--- config.mk ---
export PLATFORM = sky130hd
export DESIGN_NAME = regfile_mc
export DESIGN_NICKNAME = d
export VERILOG_FILES = /design/src/rtl/regfile_mc.sv
export SDC_FILE = /design/constraint.sdc
export NUM_CORES = 2
export LEC_CHECK = 0
export ABC_CLOCK_PERIOD_IN_PS = 62800
export CORE_MARGIN = 2
export CORE_UTILIZATION = 24
export DETAILED_ROUTE_END_ITERATION = 8
export GPL_TIMING_DRIVEN = 0
export PLACE_DENSITY_LB_ADDON = 0.2
export SLEW_MARGIN = 40
export SYNTH_ARGS = -nofsm -noshare
export SYNTH_HDL_FRONTEND = slang
export SYNTH_SLANG_ARGS = --single-unit
--- constraint.sdc ---
create_clock -name clk -period 62.8 [get_ports clk]
set_clock_uncertainty 0.1 [all_clocks]
set_input_delay 12.56 -clock clk [delete_from_list [all_inputs] [get_ports clk]]
set_output_delay 12.56 -clock clk [all_outputs]
set_load 0.02 [all_outputs]
--- src/rtl/regfile_mc.sv ---
// regfile_mc: N-entry register file with one write port, two latched read
// ports (A/B operand registers), write-to-read bypass, optional hardwired
// zero register and a per-register pending-write scoreboard.

// One storage cell: data word plus its pending-write (busy) bit.
module regfile_mc_cell #(
  parameter int DATA_W = 32
) (
  input  logic              clk,
  input  logic              rst,
  input  logic              wr,
  input  logic              mark,
  input  logic [DATA_W-1:0] d,
  output logic [DATA_W-1:0] q,
  output logic              busy
);
  // Data capture and scoreboard update; a same-cycle mark beats the clear.
  always_ff @(posedge clk or posedge rst) begin
    if (rst) begin
      q    <= '0;
      busy <= 1'b0;
    end else begin
      if (wr) q <= d;
      if (mark)    busy <= 1'b1;
      else if (wr) busy <= 1'b0;
    end
  end
endmodule

module regfile_mc #(
  parameter int DATA_W   = 32,
  parameter int ADDR_W   = 5,
  parameter int NUM_REGS = 32,
  parameter int ZERO_REG = 1,
  parameter int BYPASS   = 1
) (
  input  logic              clk,
  input  logic              rst,
  input  logic [ADDR_W-1:0] rs,
  input  logic [ADDR_W-1:0] rt,
  input  logic              rd_en,
  input  logic [ADDR_W-1:0] rd,
  input  logic              we,
  input  logic [DATA_W-1:0] i_data,
  input  logic              mark_en,
  input  logic [ADDR_W-1:0] mark_rd,
  output logic [DATA_W-1:0] out_data_a,
  output logic [DATA_W-1:0] out_data_b,
  output logic              busy_a,
  output logic              busy_b,
  input  logic [ADDR_W-1:0] dbg_addr,
  output logic [DATA_W-1:0] dbg_data
);
  // The whole index space is decoded; unimplemented slots and the zero
  // register read as constant 0 / never busy, so no range compare is needed
  // on the read side.
  localparam int DEPTH = 1 << ADDR_W;

  logic [DEPTH-1:0][DATA_W-1:0] rview;
  logic [DEPTH-1:0]             bview;
  logic [DEPTH-1:0]             wmask;  // slot is real, writable storage

  for (genvar i = 0; i < DEPTH; i++) begin : g_reg
    if (i < NUM_REGS && !(ZERO_REG != 0 && i == 0)) begin : g_cell
      logic wr, mark;
      assign wr       = we      && (rd      == ADDR_W'(i));
      assign mark     = mark_en && (mark_rd == ADDR_W'(i));
      assign wmask[i] = 1'b1;
      regfile_mc_cell #(.DATA_W(DATA_W)) u_cell (
        .clk  (clk),
        .rst  (rst),
        .wr   (wr),
        .mark (mark),
        .d    (i_data),
        .q    (rview[i]),
        .busy (bview[i])
      );
    end else begin : g_zero
      assign rview[i] = '0;
      assign bview[i] = 1'b0;
      assign wmask[i] = 1'b0;
    end
  end

  logic [DATA_W-1:0] val_a, val_b;

  // Operand select: array value, overridden by a same-cycle accepted write.
  always_comb begin
    val_a = rview[rs];
    val_b = rview[rt];
    if (BYPASS != 0 && we && rd == rs && wmask[rs]) val_a = i_data;
    if (BYPASS != 0 && we && rd == rt && wmask[rt]) val_b = i_data;
  end

  // A/B operand registers, loaded only when rd_en is high.
  always_ff @(posedge clk or posedge rst) begin
    if (rst) begin
      out_data_a <= '0;
      out_data_b <= '0;
    end else if (rd_en) begin
      out_data_a <= val_a;
      out_data_b <= val_b;
    end
  end

  assign busy_a   = bview[rs];
  assign busy_b   = bview[rt];
  assign dbg_data = rview[dbg_addr];
endmodule
==> out/results.txt <==
worst skew pair latency -> 850 ps
status -> finished, final reports clean
Final period util -> 0.479
Reg power frac -> 0.386
drt total wl -> 415 mm
TNS Setup -> 0 ps
die area -> 280000 um^2
CP Max Fanout -> 10
vias in the first global route -> 52300
Hold Worst Slack -> 394 ps
Sink Count -> 1087
PD cells -> 32.0 nW/um^2
first-pass GRT wire length -> 534 mm
Power Total -> 0.00256 W
CP max stage delay -> 820 ps
area of the multi-input gates -> 36700 um^2
clock power share -> 0.344
Bufs on Longest Clock Path -> 3
FP Rows -> 192
worst-margin pin slew -> 996 ps
Hold Vio Cnt, Final -> 0
DR vias/cell -> 6.03
post-cts sizing count -> 0
H-tree depth -> 4
storage element area -> 27200 um^2
top-area cell type share of the netlist area -> 0.410
RSZ-0062 raised after global routing -> false
Initial DRC Count -> 7827
Die Width -> 530 um
I/O Buffers -> 145
GP Congestion -> 1.01
r2r setup slk -> 60630 ps
Cell Area, Placed -> 75100 um^2
Avg Inst Size Synth -> 14.0 um^2
dpl hpwl -> 294 mm
crit path kind -> in2out
Pins Over Slew Limit -> 0
final worst path period need -> 30050 ps
Post-CTS Setup Bufs -> 0
Core ar. -> 274000 um^2
WP buf/inv -> 6
top cells by area, synth -> dfrtp_1, mux2_2, mux4_2
DIE HEIGHT -> 530 um
IO Pins -> 160
crit path cell chain -> clkdlybuf4s50_1 -> buf_2 -> buf_4 -> buf_2 -> buf_4 -> mux2i_1 -> nor2_1 -> a21oi_1 -> a21oi_1 -> clkdlybuf4s50_1
ys flop type -> dfrtp_1
commonest non-fill, non-tap cell in the layout -> mux2_2
max frequency -> 33.3 MHz
Slew HR -> 0.333
Async S/R FF share, synth -> 1.00
Post-DRT Antenna Nets -> 0
Synth Warn # -> 0
TritonCTS Buffers -> 143
slowest CP cell -> clkdlybuf4s50_1
Mapped Area -> 66300 um^2
CTS tree -> yes
Synth area leader -> dfrtp_1
crit path DAT -> 17390 ps
GRT Overall Usage -> 0.291
most frequent cells in the layout -> mux2_2, dfrtp_1, mux4_2
Worst path top cell family by delay -> buffers and inverters
total global routing overflow -> 0
Pleak -> 33.5 nW
initial antenna violation count -> 53
fill cell count -> 27600
Sw Share -> 0.334
Mapped Nets -> 4797
MaxCap Viol Count -> 0
Peak VDD IR -> 0.0000298 V
Combinational Power Share -> 0.269
Area Growth Syn to Fin -> 20.9%
vias -> 54000
Initial Util -> 0.242
fin nets -> 5179
Final setup viols -> 0
non-filler instance count after layout -> 8950
Synth Register Bits -> 1087
Clock Tree Root -> clkbuf_16
Cells after DPL -> 8656
internal power -> 0.00171 W
sequential share of the synthesized area -> 0.410
CP Capture Type -> output pin
wire per inst -> 46.4 um
Worst-path clk slew -> 50 ps
post-synth cell types -> 46
worst path required time -> 50140 ps
CTS Hold Buffers Added -> 0
post-route cell area -> 80100 um^2
synthesized instance count -> 4735
sw power -> 0.000855 W
Hold Path Class -> reg2reg
share of cells above drive strength 1 -> 0.482
number of synthesized flops with an enable pin -> 0
DRC viols -> 0
crit path launch type -> primary input
DRT Pass-1 Iters -> 8
largest net degree at the start of global routing -> 76
==> final cells by class <==
type                            instances  share of cell area
Buffer                                539              0.0364
Sequential cell                      1087               0.339
Multi-Input combinational cell       3105               0.458
Clock buffer                          213              0.0530
Antenna cell                           33             0.00103
Inverter                                4            0.000281
Clock inverter                         46             0.00787
Tap cell                             3686              0.0576
Timing Repair Buffer                  237              0.0464
==> power by group through the flow <==
stage / clock, W / combinational, W / sequential, W
5_1_grt: 0.000916 / 0.000711 / 0.00100
4_1_cts: 0.000888 / 0.000676 / 0.000982
6_report: 0.000883 / 0.000691 / 0.000990
2_1_floorplan: 0 / 0.000428 / 0.000945
3_5_place_dp: 0 / 0.000673 / 0.000993
3_3_place_gp: 0 / 0.000647 / 0.000991
==> kinds of logic after synthesis <==
group	count (synthesis)	synth area share
buffers and inverters	543	0.0395
XOR/XNOR	8	0.00106
flip-flops	1087	0.410
AND/OR/NAND/NOR	294	0.0234
AO/OA/AOI/OAI	663	0.0750
multiplexers	2140	0.451
==> per-stage QoR <==
stage	util	setup slack (ps)
3_5_place_dp	0.274	32610
3_3_place_gp	0.264	3590
4_1_cts	0.292	32600
5_1_grt	0.292	32810
2_1_floorplan	-	19540
6_report	0.292	32750
==> state kept, by name, indices dropped and copies added, names as in the netlist <==
name,count
g.g_cell.u_cell.busy,31
out_data_a,32
out_data_b,32
g.g_cell.u_cell.q,992
==> Yosys cell counts (all sizes together), types with 5 or more instances <==
cell type	instances
mux2	1190
o22ai	34
a2111oi	27
xnor2	8
o221ai	34
a21oi	101
a31oi	23
nand2	82
nand3	12
dfrtp	1087
a22oi	137
clkbuf	259
nor3	5
a221oi	33
o31ai	25
nor2	30
mux2i	393
o21ai	33
o211ai	6
a22o	48
and2	13
buf	280
a211o	22
nand2b	22
nor2b	89
a221o	73
a211oi	60
and3	26
mux4	557
==> final timing paths <==
kind	cells after the start	start	to
min in group asynchronous	2	rst	out_data_a[0]$_DFFE_PP0P_
worst min register to register	1	out_data_a[4]$_DFFE_PP0P_	out_data_a[4]$_DFFE_PP0P_
worst max register to register	5	g_reg[7].g_cell.u_cell.q[25]$_DFFE_PP0P_	out_data_b[25]$_DFFE_PP0P_
max in group asynchronous	7	rst	g_reg[19].g_cell.u_cell.q[12]$_DFFE_PP0P_
worst min-delay path	1	out_data_a[4]$_DFFE_PP0P_	out_data_a[4]$_DFFE_PP0P_
worst max-delay path	10	rs[2]	busy_a
==> layer usage <==
layer  up-vias  share of wire  track usage
met5         -        0.00093     0.000684
met4        21          0.081        0.205
met3      1158           0.11        0.110
met2      3989           0.41        0.406
met1     29200           0.39        0.367
li1      19600              -            -
==> worst register-to-register path: stages (launching register included) <==
cell	delay, ps
dfrtp_1	410
mux2i_1	220
o22ai_1	110
a221oi_1	500
a221oi_1	300
a221o_1	400
Note: power is estimated with default switching activity, not from simulation.
